<file path="src/rtl/dds_pkg.sv">
// Shared DDS definitions: sweep state encoding and default word widths.
// Also used by the phase accumulator and LUT blocks.
package dds_pkg;

   localparam int FW_W_DEF    = 32;
   localparam int DWELL_W_DEF = 16;

   typedef enum logic [1:0] {
      ST_IDLE  = 2'd0,
      ST_DWELL = 2'd1,
      ST_STEP  = 2'd2,
      ST_DONE  = 2'd3
   } sweep_state_t;

endpackage

</file>
<file path="src/rtl/dds_sweep_ctrl_if.sv">
// Control/configuration bundle between the board controls and the sweep controller.
interface dds_sweep_ctrl_if
   import dds_pkg::*;
#(
   parameter int FW_W    = FW_W_DEF,
   parameter int DWELL_W = DWELL_W_DEF
) ();

   logic               start;
   logic               stop;
   logic               repeat_en;
   logic [FW_W-1:0]    f_start;
   logic [FW_W-1:0]    f_stop;
   logic [FW_W-1:0]    f_step;
   logic [DWELL_W-1:0] dwell;
   logic [FW_W-1:0]    fword;
   logic               fword_valid;
   logic               busy;
   logic               done;

   modport master (
      output start, stop, repeat_en, f_start, f_stop, f_step, dwell,
      input  fword, fword_valid, busy, done
   );

   modport slave (
      input  start, stop, repeat_en, f_start, f_stop, f_step, dwell,
      output fword, fword_valid, busy, done
   );

endinterface

</file>
<file path="src/rtl/dds_sweep_ctrl_tick_prescaler.sv">
// Clock-enable prescaler: one-cycle tick every DIV enabled cycles, no derived clocks.
module tick_prescaler #(
   parameter int DIV = 10000
) (
   input  logic clk,
   input  logic rst,
   input  logic en,
   input  logic clr,
   output logic tick
);

   localparam int CNT_W = (DIV > 1) ? $clog2(DIV) : 1;
   localparam logic [CNT_W-1:0] LAST = CNT_W'(DIV - 1);

   logic [CNT_W-1:0] count_reg;

   assign tick = en && (count_reg == LAST);

   always_ff @(posedge clk or posedge rst) begin
      if (rst) begin
         count_reg <= '0;
      end else if (clr) begin
         count_reg <= '0;
      end else if (en) begin
         count_reg <= tick ? '0 : count_reg + CNT_W'(1);
      end
   end

endmodule

</file>
<file path="src/rtl/dds_sweep_ctrl.sv">
// Linear DDS frequency sweep sequencer: start word to stop word, fixed step,
// programmable dwell per step measured in prescaler ticks.
module dds_sweep_ctrl
   import dds_pkg::*;
#(
   parameter int TICK_DIV = 10000,
   parameter int FW_W     = FW_W_DEF,
   parameter int DWELL_W  = DWELL_W_DEF
) (
   input  logic             clk,
   input  logic             rst,
   dds_sweep_ctrl_if.slave  bus
);

   sweep_state_t       state_reg;
   logic [FW_W-1:0]    fword_reg;
   logic [FW_W-1:0]    f_start_reg;
   logic [FW_W-1:0]    f_stop_reg;
   logic [FW_W-1:0]    f_step_reg;
   logic [DWELL_W-1:0] dwell_eff_reg;
   logic [DWELL_W-1:0] dwell_cnt_reg;
   logic               repeat_reg;
   logic               dir_up_reg;
   logic               fword_valid_reg;
   logic               busy_reg;
   logic               done_reg;

   logic               in_dwell;
   logic               tick;
   logic               at_end;
   logic [FW_W:0]      sum_up;
   logic [FW_W-1:0]    gap_down;
   logic [FW_W-1:0]    step_next;

   assign in_dwell = (state_reg == ST_DWELL);

   // Prescaler is held clear outside DWELL, so every entry starts a fresh tick period.
   tick_prescaler #(.DIV(TICK_DIV)) u_prescaler (
      .clk  (clk),
      .rst  (rst),
      .en   (in_dwell),
      .clr  (!in_dwell),
      .tick (tick)
   );

   assign at_end = (fword_reg == f_stop_reg) || (f_step_reg == '0);

   // Clamp to the stop word instead of overshooting; the extra sum bit catches carry-out.
   always_comb begin
      sum_up    = {1'b0, fword_reg} + {1'b0, f_step_reg};
      gap_down  = fword_reg - f_stop_reg;
      step_next = fword_reg;
      if (dir_up_reg) begin
         if (sum_up >= {1'b0, f_stop_reg}) step_next = f_stop_reg;
         else                              step_next = sum_up[FW_W-1:0];
      end else begin
         if (f_step_reg > gap_down) step_next = f_stop_reg;
         else                       step_next = fword_reg - f_step_reg;
      end
   end

   always_ff @(posedge clk or posedge rst) begin
      if (rst) begin
         state_reg       <= ST_IDLE;
         fword_reg       <= '0;
         f_start_reg     <= '0;
         f_stop_reg      <= '0;
         f_step_reg      <= '0;
         dwell_eff_reg   <= '0;
         dwell_cnt_reg   <= '0;
         repeat_reg      <= 1'b0;
         dir_up_reg      <= 1'b0;
         fword_valid_reg <= 1'b0;
         busy_reg        <= 1'b0;
         done_reg        <= 1'b0;
      end else begin
         fword_valid_reg <= 1'b0;
         done_reg        <= 1'b0;
         case (state_reg)
            ST_IDLE: begin
               if (bus.start && !bus.stop) begin
                  f_start_reg     <= bus.f_start;
                  f_stop_reg      <= bus.f_stop;
                  f_step_reg      <= bus.f_step;
                  dwell_eff_reg   <= (bus.dwell == '0) ? DWELL_W'(1) : bus.dwell;
                  repeat_reg      <= bus.repeat_en;
                  dir_up_reg      <= (bus.f_stop >= bus.f_start);
                  fword_reg       <= bus.f_start;
                  fword_valid_reg <= 1'b1;
                  dwell_cnt_reg   <= '0;
                  busy_reg        <= 1'b1;
                  state_reg       <= ST_DWELL;
               end
            end
            ST_DWELL: begin
               if (bus.stop) begin
                  busy_reg  <= 1'b0;
                  state_reg <= ST_IDLE;
               end else if (tick) begin
                  if (dwell_cnt_reg == dwell_eff_reg - DWELL_W'(1)) begin
                     dwell_cnt_reg <= '0;
                     state_reg     <= ST_STEP;
                  end else begin
                     dwell_cnt_reg <= dwell_cnt_reg + DWELL_W'(1);
                  end
               end
            end
            ST_STEP: begin
               if (bus.stop) begin
                  busy_reg  <= 1'b0;
                  state_reg <= ST_IDLE;
               end else if (at_end) begin
                  if (repeat_reg) begin
                     fword_reg       <= f_start_reg;
                     fword_valid_reg <= 1'b1;
                     state_reg       <= ST_DWELL;
                  end else begin
                     done_reg  <= 1'b1;
                     state_reg <= ST_DONE;
                  end
               end else begin
                  fword_reg       <= step_next;
                  fword_valid_reg <= 1'b1;
                  state_reg       <= ST_DWELL;
               end
            end
            ST_DONE: begin
               busy_reg  <= 1'b0;
               state_reg <= ST_IDLE;
            end
            default: begin
               busy_reg  <= 1'b0;
               state_reg <= ST_IDLE;
            end
         endcase
      end
   end

   assign bus.fword       = fword_reg;
   assign bus.fword_valid = fword_valid_reg;
   assign bus.busy        = busy_reg;
   assign bus.done        = done_reg;

endmodule

</file>
<file path="src/flat_wrapper.sv">
// flat-port wrapper written by rule: the top's interface ports become plain ports
module dds_sweep_ctrl_flat import dds_pkg::*;
#(
   parameter int TICK_DIV = 10000,
   parameter int FW_W     = FW_W_DEF,
   parameter int DWELL_W  = DWELL_W_DEF
)
  (clk, rst, bus_start, bus_stop, bus_repeat_en, bus_f_start, bus_f_stop, bus_f_step, bus_dwell, bus_fword, bus_fword_valid, bus_busy, bus_done);
  dds_sweep_ctrl_if #(.FW_W(FW_W), .DWELL_W(DWELL_W)) bus_i ();
  input  logic clk;
  input  logic rst;
  input wire logic [$bits(bus_i.start)-1:0] bus_start;
  input wire logic [$bits(bus_i.stop)-1:0] bus_stop;
  input wire logic [$bits(bus_i.repeat_en)-1:0] bus_repeat_en;
  input wire logic [$bits(bus_i.f_start)-1:0] bus_f_start;
  input wire logic [$bits(bus_i.f_stop)-1:0] bus_f_stop;
  input wire logic [$bits(bus_i.f_step)-1:0] bus_f_step;
  input wire logic [$bits(bus_i.dwell)-1:0] bus_dwell;
  output wire logic [$bits(bus_i.fword)-1:0] bus_fword;
  output wire logic [$bits(bus_i.fword_valid)-1:0] bus_fword_valid;
  output wire logic [$bits(bus_i.busy)-1:0] bus_busy;
  output wire logic [$bits(bus_i.done)-1:0] bus_done;
  assign bus_i.start = bus_start;
  assign bus_i.stop = bus_stop;
  assign bus_i.repeat_en = bus_repeat_en;
  assign bus_i.f_start = bus_f_start;
  assign bus_i.f_stop = bus_f_stop;
  assign bus_i.f_step = bus_f_step;
  assign bus_i.dwell = bus_dwell;
  assign bus_fword = bus_i.fword;
  assign bus_fword_valid = bus_i.fword_valid;
  assign bus_busy = bus_i.busy;
  assign bus_done = bus_i.done;
  dds_sweep_ctrl #(.TICK_DIV(TICK_DIV), .FW_W(FW_W), .DWELL_W(DWELL_W)) u_core (.clk(clk), .rst(rst), .bus(bus_i));
endmodule
</file>
<file path="config.mk">
export PLATFORM = sky130hd
export DESIGN_NAME = dds_sweep_ctrl_flat
export DESIGN_NICKNAME = d
export VERILOG_FILES = /design/src/rtl/dds_pkg.sv /design/src/rtl/dds_sweep_ctrl_if.sv /design/src/rtl/dds_sweep_ctrl_tick_prescaler.sv /design/src/rtl/dds_sweep_ctrl.sv /design/src/flat_wrapper.sv
export SDC_FILE = /design/constraint.sdc
export NUM_CORES = 1
export LEC_CHECK = 0
export CAP_MARGIN = 20
export CORE_MARGIN = 2
export CORE_UTILIZATION = 50
export CTS_BUF_LIST = sky130_fd_sc_hd__clkbuf_2
export DETAILED_ROUTE_END_ITERATION = 16
export PLACE_DENSITY_LB_ADDON = 0.2
export SETUP_SLACK_MARGIN = 0.2
export SLEW_MARGIN = 20
export SYNTH_ARGS = -nofsm -noshare
export SYNTH_HDL_FRONTEND = slang
export SYNTH_SLANG_ARGS = --single-unit
</file>
<file path="constraint.sdc">
create_clock -name clk -period 15.6 [get_ports clk]
set_input_delay 3.9 -clock clk [delete_from_list [all_inputs] [get_ports clk]]
set_output_delay 3.9 -clock clk [all_outputs]
set_load 0.05 [all_outputs]
</file>
# After elaboration in Yosys (flattened, before gate mapping)
# Index checks and enable logic that the tools add are counted.
dict set report op_classes {
  n_eq_ne 14
  addsub 6
  mux 36
  reduce_logical 15
  bitwise_logic 0
  multipliers 0
  order_cmp 3
  shift 0
  div_mod_pow 0
}
# operator count
set ops {}
lappend ops {{two-way mux 32 bit} 7}
lappend ops {{two-way mux 16 bit} 5}
lappend ops {{one-hot mux 32 bit (2 select lines)} 1}
lappend ops {{subtractor 32 bit} 2}
lappend ops {{adder 32 x 32 -> 33 bit} 1}
lappend ops {{>= comparator 33 x 32 -> 1 bit} 1}
lappend ops {{equality test 32 bit} 1}
lappend ops {{>= comparator 32 bit} 1}
lappend ops {{> comparator 32 bit} 1}
lappend ops {{logical NOT 32 bit} 1}
lappend ops {{one-hot mux 16 bit (2 select lines)} 1}
lappend ops {{two-way mux 14 bit} 2}
lappend ops {{adder 16 x 1 -> 16 bit, second input constant} 1}
lappend ops {{equality test 16 bit} 1}
lappend ops {{logical NOT 16 bit} 1}
lappend ops {{subtractor 16 x 1 -> 16 bit, second input constant} 1}
lappend ops {{adder 14 x 1 -> 14 bit, second input constant} 1}
lappend ops {{equality test 14 bit, second input constant} 1}
lappend ops {{two-way mux 2 bit} 7}
lappend ops {{two-way mux 1 bit} 10}
lappend ops {{inequality test 3 x 2 -> 1 bit, second input constant} 3}
lappend ops {{one-hot mux 2 bit (4 select lines)} 1}
lappend ops {{AND reduction 4 bit} 2}
lappend ops {{inequality test 2 x 1 -> 1 bit, second input constant} 3}
lappend ops {{13 further kinds} 18}
dict set report totals {
  reg_bits 181
  latchBits 0
  romBits 0
  mem_count 0
  word_cells 87
  ram_bits 0
  out_inout_bits 35
}

# Longest topological paths before layout
# Gate-level depths: netlist (run 1).
dict set report logic_depth {
  word_depth 7
  depth_mapped 27
  depth_no_buf 25
}

# Hierarchy
# A second synthesis (run 1) with hierarchy kept.
dict set report unflattened {
  hier_cells 1905
  area_unflattened_um2 16355.7
}
# module n_inst area_per_inst_um2 cells_each seq_area_each_um2
set by_module_without_submodules {}
lappend by_module_without_submodules {dds_sweep_ctrl 1 15600.0 1825 4179.0}
lappend by_module_without_submodules {tick_prescaler 1 755.7 80 350.3}

# Least setup slack after synthesis (run 1)
# No wires, ideal clock.
dict set report synth_path {
  path_type {input port to flip-flop}
  startpoint {input port bus_f_stop[0]}
  endpoint {register u_core.dir_up_reg}
  t_required_ns 15.457
  n_path_buf 0
  t_arrival_ns 5.519
  setup_ns 0.143
  path_stages 12
  path_slack_ns 9.938
  cell_sequence {inv_1 > ha_1 > nand2b_1 > a21o_1 > a21o_1 > a21o_1 > a21o_1 > a21oi_1 > nor2b_1 > o21a_1 > o211ai_1 > a22oi_1}
}
dict set report synth_between {
  elab_chain_cells 1
}
# item line
set synth_rtl {}
lappend synth_rtl {{from (decl)} flat_wrapper.sv:16} ;# input wire logic [$bits(bus_i.f_stop)-1:0] bus_f_stop;
lappend synth_rtl {{>= comparator 32 bit} dds_sweep_ctrl.sv:87} ;# dir_up_reg <= (bus.f_stop >= bus.f_start);
lappend synth_rtl {{to (signal assigned)} dds_sweep_ctrl.sv:87}
lappend synth_rtl {{to (decl)} dds_sweep_ctrl.sv:23} ;# logic dir_up_reg;
# Every way passes these cells.
# A chain may end at the register's enable or synchronous reset.

# Final worst setup path (run 1)
dict set report layout_path {
  startpoint {register u_core.fword_reg[0], in the netlist u_core.bus.fword[0]}
  endpoint {register u_core.fword_reg[18], in the netlist u_core.bus.fword[18]}
}
dict set report layout_between {
  elab_chain_cells 7
  elab_cells_between_ends 15
  cone_classes {add/sub (3); order compare (2); eq/ne (2); mux (6); reduce/logical (2)}
}
# item line
set layout_rtl {}
lappend layout_rtl {{from (decl)} dds_sweep_ctrl.sv:16} ;# logic [FW_W-1:0] fword_reg;
lappend layout_rtl {{from (signal assigned)} dds_sweep_ctrl.sv:88} ;# fword_reg <= bus.f_start;
lappend layout_rtl {{from (signal assigned)} dds_sweep_ctrl.sv:114} ;# fword_reg <= f_start_reg;
lappend layout_rtl {{from (signal assigned)} dds_sweep_ctrl.sv:122} ;# fword_reg <= step_next;
lappend layout_rtl {{adder 32 x 32 -> 33 bit / subtractor 32 bit (equally long branches)} {dds_sweep_ctrl.sv:50, dds_sweep_ctrl.sv:51}}
lappend layout_rtl {{>= comparator 33 x 32 -> 1 bit / > comparator 32 bit (equally long branches)} {dds_sweep_ctrl.sv:54, dds_sweep_ctrl.sv:57}}
lappend layout_rtl {{two-way mux 32 bit (on tied branches)} {dds_sweep_ctrl.sv:54, dds_sweep_ctrl.sv:57}}
lappend layout_rtl {{two-way mux 32 bit} dds_sweep_ctrl.sv:53} ;# if (dir_up_reg) begin
lappend layout_rtl {{two-way mux 32 bit} dds_sweep_ctrl.sv:112} ;# end else if (at_end) begin
lappend layout_rtl {{two-way mux 32 bit} dds_sweep_ctrl.sv:109} ;# if (bus.stop) begin
lappend layout_rtl {{one-hot mux 32 bit (2 select lines)} dds_sweep_ctrl.sv:79} ;# case (state_reg)
# Several ways; a longest one is shown, not always the timed one. The select of a mux whose other input is x is not followed.

==> summary.txt, run 1 <==
Final layout
  • Share of cells above drive strength 1: between 8 and 9%
  • Design Area, Final: 18,300 sq um
  • Fin nets: roughly 2.3k
  • Layout area overhead: 12.3%
  • Final core utilization: 56.7%
  • Commonest non-fill, non-tap cell in the layout: ha_1
  • Most frequent cells in the layout: ha_1, dfrtp_1, nor2_1, clkdlybuf4s50_1, nand2_1

Setup path
  • Worst Path Max Fanout: 22
  • Startpoint types: flop
  • WP data arrival: between 7000 and 8000 ps
  • Most used cell, CP: a21oi_1
  • Slowest stage cell, crit path: and2_1
  • Buf/Inv on CP: 3
  • Crit. End Element: flop
  • Crit path kind: reg2reg
  • Max incr delay on CP: about 730 ps
  • Critical Path RT: between 15,000 and 20,000 ps
  • Kind of cell adding the most delay to the critical path: compound AO/OA/AOI/OAI gates

Yosys
  • Mapped Avg Cell Area: 8.54 sq um
  • Main synth FF type: dfrtp_1
  • Post-Syn Area: between 15,000 and 20,000 sq um
  • Synth Instances: about 1.9k
  • Synth unique cells: 97
  • Syn nets: between 2k and 2.5k
  • EDFF count, synth: 0
  • Synthesized flop and latch total: roughly 180
  • Sequential-to-total area share from yosys stat: approximately 28%
  • Fraction of registers with async set/reset: 100%
  • Synth warnings: 0

Routing
  • Total vias in the final route: approximately 15k
  • Initial DRC Count: ~1.2k
  • Post-Route WL: around 51 mm
  • DRT Pass-1 Iters: 5
  • Drt drc: 0
  • Vias per inst: around 6
  • Final ANT Viol Nets: 0
  • WL/cell: around 20 um

Clocking
  • Clock Sinks: about 180
  • Clock-pin slew on the worst setup and hold paths: about 300 ps
  • CTS buffer count: 17
  • Total number of H-tree levels: 4
  • Clock latency at the later pin of the worst-skew pair: a little under 900 ps
  • Post-CTS sizing: 0
  • Root buffer cell: clkbuf_2
  • Post-CTS Setup Bufs: 0
  • Hold_buf cts: 0
  • CTS Buffer Depth: 2
  • CTS tree: done

Placement
  • Port bufs: 151
  • Placed instance area: about 18,000 sq um
  • Post-DP HPWL: 40.4 mm
  • Gpl congestion: 0.971

Floorplan
  • # IOs: between 150 and 200
  • Row count: 66
  • Starting Density: about half
  • Die Y: about 180 um
  • Die X: 184 um
  • Die Area: about 34,000 sq um
  • Area of the core: ~32,000 sq um

Timing
  • Setup Skew: between 70 and 80 ps
  • Minimum clock period: about 7100 ps
  • RSZ-0062 raised after global routing: false
  • F_max: about 140 MHz
  • Max-slew violations: 0
  • WHS: a little under 500 ps
  • Max-slew headroom: a little over a third
  • Final cycle utilization of the critical path: between 40% and 50%
  • Slew @ Worst Pin: ~950 ps
  • Setup TNS: 0 ps
  • Final setup viols: 0
  • Final hold violations: 0

GRT
  • Global-route wire length before repair: approximately 80 mm
  • GR Util All Layers: 30.5%
  • Vias in the first global route: between 10k and 15k
  • Total congestion overflow: 0
  • Pin count of the biggest net entering global routing: 92
  • Initial antenna violation count: 1

Worst hold path
  • Worst hold-check path type: reg2reg

Flow run
  • Maxcap violations: 0

Run status
  • Status: finished clean
==> per-stage QoR <==
stage               setup slack (ps)  instances
floorplan                       6780       1907
global placement                8890       2428
detailed placement              8790       2428
CTS                             8680       2460
global route                    8150       2462
finish                          8530       2462
==> per-layer routing <==
metal | wire length, um | up-vias | global-route usage (%)
li1 | - | 7045 | -
met1 | 23300 | 7108 | 42.9
met2 | 22200 | 569 | 47.2
met3 | 3560 | 88 | 4.82
met4 | 1670 | 0 | 11.0
met5 | 0 | - | 0
==> synth_stat cells (7+ instances only) <==
| master | instances | area [sq um] |
|---|---|---|
| o21ai_0 | 129 | 646 |
| and3_1 | 15 | 93.8 |
| nor2b_1 | 21 | 131 |
| o21ai_1 | 9 | 45.0 |
| a21oi_1 | 146 | 731 |
| o221ai_1 | 12 | 105 |
| xor2_1 | 45 | 394 |
| nand3_1 | 46 | 230 |
| a21o_1 | 45 | 338 |
| dfrtp_1 | 181 | 4530 |
| o21a_1 | 10 | 75.1 |
| nor2_1 | 165 | 619 |
| inv_1 | 145 | 544 |
| or3_1 | 8 | 50.1 |
| a211oi_1 | 24 | 180 |
| mux2i_1 | 11 | 110 |
| and2_1 | 10 | 62.6 |
| ha_1 | 196 | 2450 |
| nand2b_1 | 18 | 113 |
| buf_2 | 17 | 85.1 |
| mux2_2 | 83 | 935 |
| nor4_1 | 18 | 113 |
| nand2_1 | 148 | 556 |
| or2_2 | 7 | 43.8 |
| xnor2_1 | 78 | 683 |
| o31ai_1 | 15 | 113 |
| a221oi_1 | 14 | 123 |
| o21bai_1 | 12 | 90.1 |
| nand4_1 | 33 | 206 |
| o211ai_1 | 21 | 158 |
| a31oi_1 | 12 | 75.1 |
| nor3_1 | 35 | 175 |
| clkbuf_1 | 51 | 191 |
==> worst reg2reg max path, cell delays in order (launching register included) <==
cell	delay [ps]
dfrtp_1	500
inv_1	100
ha_1	210
inv_1	70
fa_1	410
a21o_1	200
a21oi_1	280
o221ai_1	320
a221oi_1	490
nor2_1	140
and2_1	190
nor3_1	210
o21bai_1	120
a21oi_1	180
xor2_1	160
ha_1	270
a21oi_1	130
a21boi_0	90
o221ai_1	200
o211ai_1	140
o31ai_2	360
buf_4	330
and2_1	730
a21oi_2	350
a221oi_2	380
o22ai_1	100
mux2_2	280
==> path summary, 6_finish.rpt <==
check | from | end | slack, ps | cells after the start
max | u_core.bus.fword[0]$_DFFE_PP0P_ | u_core.bus.fword[18]$_DFFE_PP0P_ | 8530 | 26
min | u_core.u_prescaler.count_reg[0]$_DFF_PP0_ | u_core.u_prescaler.count_reg[0]$_DFF_PP0_ | 490 | 1
max reg2reg | u_core.bus.fword[0]$_DFFE_PP0P_ | u_core.bus.fword[18]$_DFFE_PP0P_ | 8530 | 26
min reg2reg | u_core.u_prescaler.count_reg[0]$_DFF_PP0_ | u_core.u_prescaler.count_reg[0]$_DFF_PP0_ | 490 | 1
max in group asynchronous | rst | u_core.bus.fword[21]$_DFFE_PP0P_ | 10100 | 4
min in group asynchronous | rst | u_core.u_prescaler.count_reg[1]$_DFF_PP0_ | 3330 | 2
==> final cells by class <==
class	count	area, sq um
fill	2946	14000
tap	442	553
inverter	148	561
antenna	2	5.00
sequential	181	4530
clock buffer	18	90.1
multi-input combinational	1497	10900
timing repair buffer	160	1580
clock inverter	14	126
==> cell families after synthesis <==
logic type               share of synthesized area (%)
XOR/XNOR                                          6.61
multiplexers                                      6.55
AND/OR/NAND/NOR                                   16.1
AO/OA/AOI/OAI                                     21.9
buffers and inverters                             5.65
flip-flops                                        27.8
adder cells (fa/ha/maj)                           15.4
Power of run 1 is not shown: default switching activity piles up to over one toggle a cycle in this logic, so the estimate is an artifact.
==> run 2: changes to the inputs <==
Clock period 15.6 ns to 6.8 ns, I/O delays scaled along.
==> run 2 against run 1 <==
  * Non-clock buffer count rose by 5
  * Cell area rose by 0.63%
  * Critical endpoint is now u_core.bus.fword[0]$_DFFE_PP0P_
  * Highest routed layer unchanged
  * Register-to-register slack got worse by 7900 ps
==> summary.txt, run 2 (synthesized netlist as in run 1, its figures left out) <==
Clocking
  • Post-CTS Setup Bufs: 0 (unchanged)
  • CTS buffer count: 17 (unchanged)
  • Total number of H-tree levels: 4 (unchanged)
  • Root buffer cell: clkbuf_2
  • CTS tree: done
  • Hold_buf cts: 0 (unchanged)
  • Clock latency at the later pin of the worst-skew pair: 890 ps (about the same)
  • Clock Sinks: 181 (unchanged)
  • Clock-pin slew on the worst setup and hold paths: 310 ps (about the same)
  • CTS Buffer Depth: 2 (unchanged)

Routing
  • DRT Pass-1 Iters: 5 (unchanged)
  • Final ANT Viol Nets: 0 (unchanged)
  • Total vias in the final route: 14.7k (-0.64%)
  • Initial DRC Count: 1,205 (-0.25%)
  • Drt drc: 0 (unchanged)
  • Vias per inst: 5.97 (-0.80%)
  • Post-Route WL: 50.8 mm (about the same)
  • WL/cell: 20.6 um (-0.15%)

Worst hold path
  • Worst hold-check path type: reg2reg
  • Hold Crit Depth: 1 (unchanged)
  • Hold EP: u_core.u_prescaler.count_reg[0]$_DFF_PP0_
  • Min-delay src: u_core.u_prescaler.count_reg[0]$_DFF_PP0_

Setup path
  • Crit. End Element: flop
  • Max incr delay on CP: 490 ps (-240 ps)
  • WP data arrival: 6920 ps (-880 ps)
  • Most used cell, CP: a21oi_1
  • Kind of cell adding the most delay to the critical path: compound AO/OA/AOI/OAI gates
  • Slowest stage cell, crit path: dfrtp_1
  • Worst reg2reg endpoint: u_core.bus.fword[0]$_DFFE_PP0P_
  • Critical path origin: u_core.bus.fword[0]$_DFFE_PP0P_
  • Reg2Reg Setup Slack: 650 ps (-7880 ps)
  • Worst Path Max Fanout: 10 (-55%)
  • Crit path kind: reg2reg
  • Buf/Inv on CP: 3 (unchanged)
  • R2R depth: 26 (unchanged)
  • Critical Path RT: 7570 ps (-8770 ps)
  • Worst reg2reg path startpoint: u_core.bus.fword[0]$_DFFE_PP0P_
  • Startpoint types: flop

Timing
  • Minimum clock period: 6150 ps (-920 ps)
  • Final setup viols: 0 (unchanged)
  • Max-slew headroom: 31.7% (-4.8 points)
  • F_max: 163 MHz (+15%)
  • Max-slew violations: 0 (unchanged)
  • RSZ-0062 raised after global routing: false
  • Final cycle utilization of the critical path: 90.4% (+45 points)
  • Setup Skew: 54.6 ps (-19.8 ps)
  • Setup TNS: 0 ps (unchanged)
  • Final hold violations: 0 (unchanged)
  • Slew @ Worst Pin: 1020 ps (+72.0 ps)

Placement
  • Post-DP HPWL: 40.2 mm (-0.54%)
  • Gpl congestion: 0.962 (-0.96%)
  • Placed Cells: 2,433 (+0.21%)
  • Port bufs: 151 (unchanged)

Floorplan
  • Die Area: 34,000 sq um (unchanged)
  • Starting Density: 50.4% (unchanged)
  • Die X: 184 um (unchanged)
  • # IOs: 152 (unchanged)
  • Area of the core: 32,300 sq um (unchanged)
  • Die Y: 184 um (unchanged)
  • Row count: 66 (unchanged)

Final layout
  • Fin nets: 2,326 (+0.22%)
  • Fillers: 2,966 (+0.68%)
  • Most frequent cells in the layout: ha_1, dfrtp_1, nor2_1, clkdlybuf4s50_1, nand2_1
  • Non-filler instance count after layout: 2,466 (+0.16%)
  • Share of cells above drive strength 1: 9.05% (+0.42 points)
  • Layout area overhead: 13.0%
  • Commonest non-fill, non-tap cell in the layout: ha_1

GRT
  • Global-route wire length before repair: 79.0 mm (-0.97%)
  • Total congestion overflow: 0 (unchanged)
  • Initial antenna violation count: 1 (unchanged)
  • Vias in the first global route: 14.0k (-3.2%)
  • GR Util All Layers: 30.2% (-0.22 points)
  • Pin count of the biggest net entering global routing: 182 (+98%)

Flow run
  • Maxcap violations: 0 (unchanged)

Run status
  • Status: finished clean
==> run 2: worst max path at each step <==
| stage | to | slack, ps | cells past startpoint |
|---|---|---|---|
| floorplan | u_core.bus.fword[18]$_DFFE_PP0P_ | 1490 | 26 |
| global placement | u_core.bus.fword[18]$_DFFE_PP0P_ | 470 | 22 |
| detailed placement | u_core.bus.fword[18]$_DFFE_PP0P_ | 410 | 25 |
| CTS | u_core.bus.fword[18]$_DFFE_PP0P_ | 370 | 22 |
| global route | u_core.bus.fword[0]$_DFFE_PP0P_ | 290 | 26 |
| finish | u_core.bus.fword[0]$_DFFE_PP0P_ | 650 | 26 |
==> run 2: area by class of cell <==
cell class / count / area (sq um) / area share (%)
clock buffers: 17 / 85.1 / 0.462
clock inverters: 15 / 176 / 0.958
diodes: 1 / 2.50 / 0.0136
inverters: 148 / 559 / 3.04
flip-flops and latches: 181 / 4530 / 24.6
multi-input cells: 1497 / 10900 / 59.1
repair buffers: 165 / 1630 / 8.85
well taps: 442 / 553 / 3.00
==> run 2: what timing repair did <==
item                                    4_1_cts  5_1_grt
endpoints found under the setup margin        0       13
gates resized for setup                       0        4
endpoints found under the hold margin         0        0
==> run 2: stage by stage <==
step | hold slack (ps) | setup slack, ps | cell area [sq um] | utilization (%)
2_1_floorplan | 425 | 1490 | 16300 | -
3_3_place_gp | 442 | 471 | 18100 | 56.1
3_5_place_dp | 463 | 411 | 18100 | 56.1
4_1_cts | 490 | 374 | 18400 | 56.9
5_1_grt | 521 | 294 | 18400 | 57.0
6_report | 486 | 653 | 18400 | 57.0
==> run 2: routing by layer <==
metal | track usage, % | wire length, um | up-vias
li1 | - | - | 7068
met3 | 4.90 | 3430 | 81
met4 | 7.71 | 1210 | 0
met1 | 43.4 | 23700 | 7061
met5 | 0 | 0 | -
met2 | 47.3 | 22400 | 505
Power of run 2 is left out for the same reason.
